===== config.mk =====
export PLATFORM = sky130hd
export DESIGN_NAME = ram_arbiter
export DESIGN_NICKNAME = d
export VERILOG_FILES = /design/src/rtl/ram_arbiter.sv
export SDC_FILE = /design/constraint.sdc
export NUM_CORES = 1
export LEC_CHECK = 0
export CORE_MARGIN = 2
export CORE_UTILIZATION = 44
export DETAILED_ROUTE_END_ITERATION = 8
export PLACE_DENSITY = 0.95
export RECOVER_POWER = 100
export SLEW_MARGIN = 10
export SYNTH_ARGS = -nofsm -noshare
export SYNTH_HDL_FRONTEND = slang
export SYNTH_SLANG_ARGS = --single-unit

===== constraint.sdc =====
create_clock -name clk -period 3.6 [get_ports clk]
set_clock_uncertainty 0.1 [all_clocks]
set_input_delay 0.54 -clock clk [delete_from_list [all_inputs] [get_ports clk]]
set_output_delay 0.54 -clock clk [all_outputs]
set_load 0.01 [all_outputs]

===== src/rtl/ram_arbiter.sv =====
// Round-robin arbiter and pipeline sequencer sharing one single-port 256x16 synchronous RAM
// between the fetch port (0) and the data port (1); read data returns three cycles after grant.
module ram_arbiter #(
    parameter int DW = 16,
    parameter int AW = 8
) (
    input  logic          clk,
    input  logic          rst_n,
    input  logic          req_0,
    input  logic          we_0,
    input  logic [AW-1:0] addr_0,
    input  logic [DW-1:0] wdata_0,
    output logic          gnt_0,
    output logic          rvalid_0,
    output logic [DW-1:0] rdata_0,
    input  logic          req_1,
    input  logic          we_1,
    input  logic [AW-1:0] addr_1,
    input  logic [DW-1:0] wdata_1,
    output logic          gnt_1,
    output logic          rvalid_1,
    output logic [DW-1:0] rdata_1,
    output logic          ram_we,
    output logic [AW-1:0] ram_addr,
    output logic [DW-1:0] ram_din,
    input  logic [DW-1:0] ram_dout,
    output logic          busy
);

    logic          prio;
    logic          v1, port1, rd1;
    logic          v2, port2, rd2;
    logic          gnt_any, gnt_sel;
    logic          sel_we;
    logic [AW-1:0] sel_addr;
    logic [DW-1:0] sel_wdata;
    logic          capture;

    // Grants are held low during reset so nothing handshakes against a clearing pipeline.
    always_comb begin
        gnt_0 = 1'b0;
        gnt_1 = 1'b0;
        if (rst_n) begin
            if (req_0 && (!req_1 || !prio)) begin
                gnt_0 = 1'b1;
            end else if (req_1) begin
                gnt_1 = 1'b1;
            end
        end
    end

    assign gnt_any   = gnt_0 | gnt_1;
    assign gnt_sel   = gnt_1;
    assign sel_we    = gnt_sel ? we_1    : we_0;
    assign sel_addr  = gnt_sel ? addr_1  : addr_0;
    assign sel_wdata = gnt_sel ? wdata_1 : wdata_0;

    // Idle cycles keep address and data so the RAM just performs a harmless read.
    always_ff @(posedge clk or negedge rst_n) begin
        if (!rst_n) begin
            prio     <= 1'b0;
            ram_we   <= 1'b0;
            ram_addr <= '0;
            ram_din  <= '0;
            v1       <= 1'b0;
            port1    <= 1'b0;
            rd1      <= 1'b0;
        end else if (gnt_any) begin
            prio     <= ~gnt_sel;
            ram_we   <= sel_we;
            ram_addr <= sel_addr;
            ram_din  <= sel_wdata;
            v1       <= 1'b1;
            port1    <= gnt_sel;
            rd1      <= ~sel_we;
        end else begin
            ram_we   <= 1'b0;
            v1       <= 1'b0;
        end
    end

    assign capture = v2 & rd2;

    always_ff @(posedge clk or negedge rst_n) begin
        if (!rst_n) begin
            v2       <= 1'b0;
            port2    <= 1'b0;
            rd2      <= 1'b0;
            rvalid_0 <= 1'b0;
            rvalid_1 <= 1'b0;
            rdata_0  <= '0;
            rdata_1  <= '0;
        end else begin
            v2       <= v1;
            port2    <= port1;
            rd2      <= rd1;
            rvalid_0 <= capture & ~port2;
            rvalid_1 <= capture & port2;
            if (capture && !port2) begin
                rdata_0 <= ram_dout;
            end
            if (capture && port2) begin
                rdata_1 <= ram_dout;
            end
        end
    end

    assign busy = v1 | v2 | rvalid_0 | rvalid_1;

endmodule


==> results of run 1 <==
==> per-layer routing <==
layer	GRT usage	wire [um]	vias to the layer above
met2	0.345	3410	115
li1	-	-	1096
met5	0	0	-
met4	0.0894	124	0
met1	0.254	2890	1114
met3	0.0593	529	13
==> per-stage QoR <==
stage	hold WS [ns]	instances	util	cell area [sq um]	setup WS (ns)
after global placement	0.263	426	0.657	4120	0.995
after CTS	0.0657	441	0.686	4310	0.965
after global routing	0.0926	441	0.670	4210	0.494
after detailed placement	0.264	426	0.657	4120	0.966
final	0.0581	441	0.670	4210	0.640
after floorplan	0.144	233	-	2820	1.91
==> where the power goes <==
part	total, mW	internal, mW	switching [mW]
registers	1.03	0.937	0.0959
clock network	0.584	0.315	0.269
logic	0.749	0.433	0.317
total	2.37	1.68	0.682
==> flip-flops by register name, indices dropped and copies added (netlist names), 8 cells and up <==
name and flops:
ram_addr 8, rdata_0 16, rdata_1 16, ram_din 16
==> layout make-up <==
class / instances / area share
Timing Repair Buffer: 133 / 0.313
Clock buffer: 10 / 0.0303
Sequential cell: 66 / 0.393
Clock inverter: 5 / 0.0134
Inverter: 3 / 0.00268
Multi-Input combinational cell: 147 / 0.225
Tap cell: 77 / 0.0229
==> critical path: cells and delay by family <==
kind                   cells  cell delay, ns
buffers and inverters      2            1.03
and+or+nand+nor            2            0.74
==> placed cells by master (no fill, tap or decap), types with 2 or more instances in the layout <==
cell,netlist,routed
a21oi_1,2,2
a31oi_1,24,24
and2_1,2,2
clkbuf_1,3,2
clkbuf_8,0,9
clkdlybuf4s50_1,0,68
clkinv_2,0,2
dfrtp_1,66,66
dlygate4sd3_1,0,62
inv_1,2,3
mux2_1,0,19
mux2_2,14,13
nand2_1,3,3
nand3_1,25,26
nor2_1,25,25
o21ai_0,25,26
==> cell families (layout without fill, tap and decap cells) <==
group,Yosys count,in the layout
AO/OA/AOI/OAI,55,55
flip-flops,66,66
buffers and inverters,20,151
multiplexers,32,32
AND/OR/NAND/NOR,60,60
==> path summary, 6_finish.rpt <==
check / end / from / slack, ns / depth (start not counted)
setup / recovery: gnt_1 / req_0 / 0.64 / 4
hold / removal: ram_din[2] / rst_n / 0.06 / 1
setup reg to reg: rd1 / prio / 1.74 / 3
hold reg to reg: v2 / v1 / 0.28 / 0
max in group asynchronous: ram_addr[0] / rst_n / 1.87 / 2
min in group clk: v2 / v1 / 0.28 / 0
==> results.cfg, run 1 <==
[run_status]
outcome = finished, final reports clean

[setup_path]
critPathLaunchType = input pin
crit_chain = clkdlybuf4s50_1, and2b_1, nor2_1, clkdlybuf4s50_1
required_ns = 2.96
worst-path-max-fanout = 26
crit_top_cell = clkdlybuf4s50_1
setup.worst_path.end_class = output pin
path_class = in -> out
crit_arrival_ns = 2.32
critical-path-max-stage-delay_ns = 0.62
critPathSlowestCell = and2b_1

[logic_synthesis]
synth_commonest_cells = dfrtp_1 (66), nand3_1 (25), nor2_1 (25), o21ai_0 (25), a31oi_1 (24)
netlist_area_sq_um = 2820
ys_warn_count = 0
ys_ff_latch = 66
synthAdderAreaFrac = 0
seq_area_frac_synth = 0.586
synthFlopType = dfrtp_1
yosysMostFrequentCell = dfrtp_1
syn-num-nets = 303
ys_top_cells_by_area = dfrtp_1 (59%), mux2_4 (9.6%), mux2_2 (5.6%), a31oi_1 (5.3%), nand3_1 (4.4%)
synthMuxAreaShare = 0.152
synth_area_per_cell_sq_um = 12.1
synth_top_area_frac = 0.586
synthCells = 233
synth_edf_count = 0
synth_top_area_cell = dfrtp_1
ys_types = 25
synth_top_family_by_area = multiplexers
synth_xor_area_frac = 0
ys_async_sr_fraction = 1.00
synth_simple_gate_area_frac = 0.108
synth-compound-area-share = 0.111

[sta]
rsz0062_at_grt = false
fin_crit_sh = 0.822
hold_viol_final = 0
setup_viol_count_final = 0
setup_tns_ns = 0
slew_headroom = 0.109
worst_pin_slew_ns = 1.33
min_period_ns = 2.96
clock.fmax_mhz = 338
slew_violations = 0

[power]
p_total_mw = 2.37
leakage_nw = 1.71
max-vdd-ir-drop_mv = 0.342
power_density_nw_per_um2 = 562

[detailed_routing]
viasPerCell = 5.30
drc_errors = 0
wl_um = 6950
vias = 2338
wire_per_inst_um = 15.8
ant_nets = 0
first_pass_iters = 6
drt_iter0_markers = 52

[finish]
finalNetCount = 430
drive_above_1_share = 0.0797
seq_area_sq_um = 1650
area_growth_pct = 49.3
multi_input_area_sq_um = 948
diodes = 0
n_fill_cell = 492

[floorplanning]
coreArea_sq_um = 6280
pin_count = 132
initial_core_util = 0.449
dieArea_sq_um = 7060
fp-row-count = 29
die_w_um = 84.0
die_y_um = 84.0

[placement]
place_congestion = 0.745
hpwl_um = 5140
port_buffers = 131

[cts]
cts_hold_buf = 0
cts_resized = 0
path_clk_slew_ns = 0.08
postCtsSetupBuffers = 0
cts_tree = yes
cts_root_buf = clkbuf_8
cts_max_level = 3
clkSinkCount = 66
clock_latency_ns = 0.33
clk_path_buf_depth = 2
cts-buffers-inserted = 9

[job]
maxCapViolations = 0

[grt]
grt_max_degree = 51
antenna_found_initial = 0
grt_overflow = 0
first_global_vias = 2479
grt_usage = 0.209
grt_pass1_wl_um = 11600

[min_path]
hold_class = in -> async
Note: power is estimated with default switching activity, not from simulation.
==> inputs of run 2 (changes only) <==
--- a/config.mk
+++ b/config.mk
@@ -6,9 +6,9 @@
 export NUM_CORES = 1
 export LEC_CHECK = 0
 export CORE_MARGIN = 2
-export CORE_UTILIZATION = 44
+export CORE_UTILIZATION = 37
 export DETAILED_ROUTE_END_ITERATION = 8
-export PLACE_DENSITY = 0.95
+export PLACE_DENSITY = 0.87
 export RECOVER_POWER = 100
 export SLEW_MARGIN = 10
 export SYNTH_ARGS = -nofsm -noshare
==> constraint.sdc (replaced) <==
create_clock -name clk -period 2.7 [get_ports clk]
set_clock_uncertainty 0.1 [all_clocks]
set_input_delay 0.405 -clock clk [delete_from_list [all_inputs] [get_ports clk]]
set_output_delay 0.405 -clock clk [all_outputs]
set_load 0.01 [all_outputs]
==> run 2 against run 1 <==
Against the previous run: global-route usage is 3.7 points lower; cell count is 6.3% higher; core utilization is 7.8 points lower; register-to-register slack worse by 0.89 ns; final area is 3.2% higher; critical path depth is 1 higher; first-iteration DRC count is 13% lower; combinational power is 33% higher; critical endpoint unchanged.
==> results.cfg, run 2 (synthesis results as in run 1) <==
[setup_path]
crit_chain = dlygate4sd3_1, buf_2, nand2_1, nor2_1, dlygate4sd3_1
required_ns = 2.19
critPathBufInv = 3
cp_top_family = buffers and inverters
critical-path-max-stage-delay_ns = 0.62
reg2regPathDepth = 2
path_class = in -> out
worst-path-max-fanout = 5
reg2reg_from = port2
r2r_setup_slack_ns = 0.85
r2r_end = rdata_0[10]
critPathLaunchType = input pin
cp.depth = 5
setup.worst_path.end_class = output pin
critPathSlowestCell = dlygate4sd3_1
crit_arrival_ns = 1.96
crit_top_cell = dlygate4sd3_1

[min_path]
min_from = rd1
whs_endpoint = rd2
worst_hold_path.num_cells = 0
hold_class = reg -> reg

[grt]
grt_max_degree = 52
grt-busiest-layer = met2
grt_pass1_wl_um = 11100
first_global_vias = 2247
grtUsageMet2 = 0.270
grt_usage = 0.171
grtUsageMet3 = 0.0606
grt_overflow = 0
antenna_found_initial = 0
grt_use_met1 = 0.213

[sta]
clock.fmax_mhz = 406
hold_viol_final = 0
setup_tns_ns = 0
rsz0062_at_grt = false
worst_pin_slew_ns = 1.20
fin_crit_sh = 0.912
slew_violations = 0
slew_headroom = 0.200
min_period_ns = 2.46
setup_viol_count_final = 0

[finish]
reg.largest.list = ram_din x16, rdata_0 x16, rdata_1 x16
drive_above_1_share = 0.103
area_growth_pct = 54.1
diodes = 0
final_common_cell = clkdlybuf4s50_1
n_fill_cell = 610
mostFrequentLayoutCells = clkdlybuf4s50_1 (68), dfrtp_1 (66), dlygate4sd3_1 (63)
seq_area_sq_um = 1650
final_core_util = 0.592
finalNetCount = 435
multi_input_area_sq_um = 951

[job]
maxCapViolations = 0

[floorplanning]
pin_count = 132
initial_core_util = 0.384
die_y_um = 91.3
coreArea_sq_um = 7330
fp-row-count = 31
die_w_um = 91.3
dieArea_sq_um = 8330

[power]
power_density_nw_per_um2 = 782
leakage_nw = 1.77
max-vdd-ir-drop_mv = 0.270

[cts]
clkSinkCount = 66
clock_latency_ns = 0.33
cts_root_buf = clkbuf_8
cts-buffers-inserted = 9
cts_max_level = 3
clk_path_buf_depth = 2
cts_tree = yes
path_clk_slew_ns = 0.07

[detailed_routing]
ant_nets = 0
first_pass_iters = 4
drt_iter0_markers = 45
drc_errors = 0
wl_um = 6740
vias = 2305
viasPerCell = 4.91
wire_per_inst_um = 14.4

[placement]
port_buffers = 131
place_congestion = 0.751
hpwl_um = 4940

[run_status]
outcome = finished, final reports clean
==> run 2: timing repair <==
action,4_1_cts,5_1_grt
resized for setup,0,0
setup buffers,0,0
hold buffers,1,0
endpoints found under the hold margin,15,0
==> run 2: stage by stage <==
step                setup slack, ns  power, mW  hold slack (ns)  instance area [sq um]  cells
floorplan                      1.19       1.91          0.00941                   2820    233
CTS                           0.293       3.65            0.270                   4440    469
detailed placement            0.447       2.62            0.261                   4180    452
finish                        0.239       3.39            0.274                   4340    469
global route                  0.129       3.59            0.282                   4340    469
global placement              0.480       2.57            0.263                   4180    452
==> run 2: worst max-delay path by stage <==
| stage | startpoint | endpoint |
|---|---|---|
| after floorplan | v2 | busy |
| after global placement | req_0 | gnt_1 |
| after detailed placement | req_0 | gnt_1 |
| after CTS | rst_n | gnt_1 |
| after global routing | rst_n | gnt_1 |
| final | rst_n | gnt_1 |
==> run 2: area by class of cell <==
| class | instances | share of cell area |
|---|---|---|
| clock buffers | 10 | 0.0317 |
| multi-input cells | 147 | 0.219 |
| repair buffers | 138 | 0.312 |
| well taps | 99 | 0.0285 |
| clock inverters | 6 | 0.0259 |
| inverters | 3 | 0.00259 |
| flip-flops and latches | 66 | 0.380 |
==> run 2: layer usage <==
layer / routed length, um / part of all wire
met5: 0 / 0
met1: 2940 / 0.44
met3: 532 / 0.079
met4: 122 / 0.018
met2: 3140 / 0.47
==> run 2: power by group <==
part           total, mW  switching (mW)  internal [mW]
clock               1.02           0.377          0.642
combinational      0.998           0.412          0.586
sequential          1.38           0.128           1.25
==> inputs of run 3 (changes only) <==
--- a/config.mk
+++ b/config.mk
@@ -6,9 +6,9 @@
 export NUM_CORES = 1
 export LEC_CHECK = 0
 export CORE_MARGIN = 2
-export CORE_UTILIZATION = 37
+export CORE_UTILIZATION = 44
 export DETAILED_ROUTE_END_ITERATION = 8
-export PLACE_DENSITY = 0.87
+export PLACE_DENSITY = 0.95
 export RECOVER_POWER = 100
 export SLEW_MARGIN = 10
 export SYNTH_ARGS = -nofsm -noshare
==> constraint.sdc (replaced) <==
create_clock -name clk -period 3.07 [get_ports clk]
set_clock_uncertainty 0.1 [all_clocks]
set_input_delay 0.4605 -clock clk [delete_from_list [all_inputs] [get_ports clk]]
set_output_delay 0.4605 -clock clk [all_outputs]
set_load 0.01 [all_outputs]
==> run 3 against run 2 <==
Against the previous run: combinational power is 12% lower; final area is 2.5% lower; critical path depth is 1 lower; setup slack better by 0.24 ns; core utilization is 8.2 points higher; global-route usage is 3.1 points higher; via count is 0.30% lower; die area is 15% lower; sequential power is 12% lower; largest cell class unchanged; largest power group unchanged; highest routed layer unchanged.
==> results.cfg, run 3 (synthesis results as in run 1) <==
[floorplanning]
die_w_um = 84.0
dieArea_sq_um = 7060
pin_count = 132
coreArea_sq_um = 6280
fp-row-count = 29
die_y_um = 84.0
initial_core_util = 0.449

[job]
maxCapViolations = 0

[finish]
mostFrequentLayoutCells = clkdlybuf4s50_1 (67), dfrtp_1 (66), dlygate4sd3_1 (63)
final_common_cell = clkdlybuf4s50_1
finalNetCount = 433
drive_above_1_share = 0.0897
area_growth_pct = 50.2
reg.largest.list = ram_din x16, rdata_0 x16, rdata_1 x16
diodes = 0

[setup_path]
setup.worst_path.end_class = output pin
r2r_setup_slack_ns = 1.19
required_ns = 2.51
worst-path-max-fanout = 26
setup.worst_path.end = gnt_1
path_class = in -> out
reg2regPathDepth = 2
critPathLaunchType = input pin
crit_arrival_ns = 2.03
cp-startpoint = req_0
reg2reg_from = port2
r2r_end = rdata_0[11]

[run_status]
outcome = finished, final reports clean

[grt]
first_global_vias = 2335
grt_pass1_wl_um = 11300
grt_usage = 0.202
grt_overflow = 0
antenna_found_initial = 0
grt_max_degree = 51

[detailed_routing]
drt_iter0_markers = 52
wire_per_inst_um = 15.5
ant_nets = 0
vias = 2298
drc_errors = 0
wl_um = 6900
viasPerCell = 5.16
first_pass_iters = 4

[cts]
clk_path_buf_depth = 2
path_clk_slew_ns = 0.07
clkSinkCount = 66
cts_max_level = 3
cts_root_buf = clkbuf_8
cts_tree = yes
clock_latency_ns = 0.33
postCtsSetupBuffers = 0
cts-buffers-inserted = 9
cts_hold_buf = 0
cts_resized = 0

[sta]
clock.fmax_mhz = 386
hold_viol_final = 0
worst_pin_slew_ns = 1.35
setup_tns_ns = 0
setup_viol_count_final = 0
layout_setup_ws_ns = 0.479
slew_headroom = 0.0971
slew_violations = 0
min_period_ns = 2.59
worst_hold_slack_ns = 0.143
fin_crit_sh = 0.844
rsz0062_at_grt = false

[power]
p_total_mw = 2.79
power_density_nw_per_um2 = 658
leakage_nw = 1.73
max-vdd-ir-drop_mv = 0.432

[placement]
port_buffers = 131
hpwl_um = 5090
place_congestion = 0.822
post-place-ws_ns = 0.602

[min_path]
hold_class = in -> async
[run 3: cell types whose count changed in the layout (fill, tap and decap cells not counted), sizes merged]
cell,change
clkdlybuf4s50,-1
clkbuf,+2
bufinv,-2
clkinvlp,+2
inv,-1
buf,-2
[run 3: cell type report]
cell class | count | area [sq um]
multi-input cells | 147 | 951
repair buffers | 136 | 1340
well taps | 77 | 96.3
inverters | 3 | 11.3
clock buffers | 11 | 131
flip-flops and latches | 66 | 1650
clock inverters | 5 | 55.1
fillers | 477 | 2040
[run 3: worst max-delay path, cell delays in order]
cell and delay, ns:
clkdlybuf4s50_1 0.52, and2b_4 0.34, nor2_1 0.09, dlygate4sd3_1 0.61
[run 3: per-stage QoR]
step	instance area, sq um	utilization	instances
after floorplan	2820	-	233
after global placement	4150	0.661	429
after detailed placement	4150	0.661	429
after CTS	4330	0.690	445
after global routing	4230	0.674	445
final	4230	0.674	445
[run 3: layer usage]
| metal | vias to the layer above | share of wire | track usage |
|---|---|---|---|
| li1 | 1092 | - | - |
| met1 | 1079 | 0.42 | 0.259 |
| met3 | 13 | 0.086 | 0.0682 |
| met2 | 114 | 0.48 | 0.318 |
| met4 | 0 | 0.015 | 0.0748 |
| met5 | - | 0 | 0 |
[run 3: report_power, final]
| group | total, mW | switching [mW] | internal [mW] | leakage [nW] |
|---|---|---|---|---|
| clock | 0.689 | 0.317 | 0.373 | 0.0893 |
| sequential | 1.21 | 0.115 | 1.10 | 0.767 |
| combinational | 0.883 | 0.370 | 0.513 | 0.870 |
| total | 2.79 | 0.802 | 1.98 | 1.73 |
[run 3: how the worst min path moves through the flow]
| stage | startpoint | to | slack [ns] | cells after the start |
|---|---|---|---|---|
| after global placement | v1 | v2 | 0.26 | 0 |
| after floorplan | rst_n | port1 | 0.06 | 0 |
| final | rst_n | ram_din[2] | 0.14 | 2 |
| after global routing | rst_n | ram_din[0] | 0.17 | 2 |
| after detailed placement | v1 | v2 | 0.27 | 0 |
| after CTS | rst_n | ram_din[0] | 0.04 | 2 |
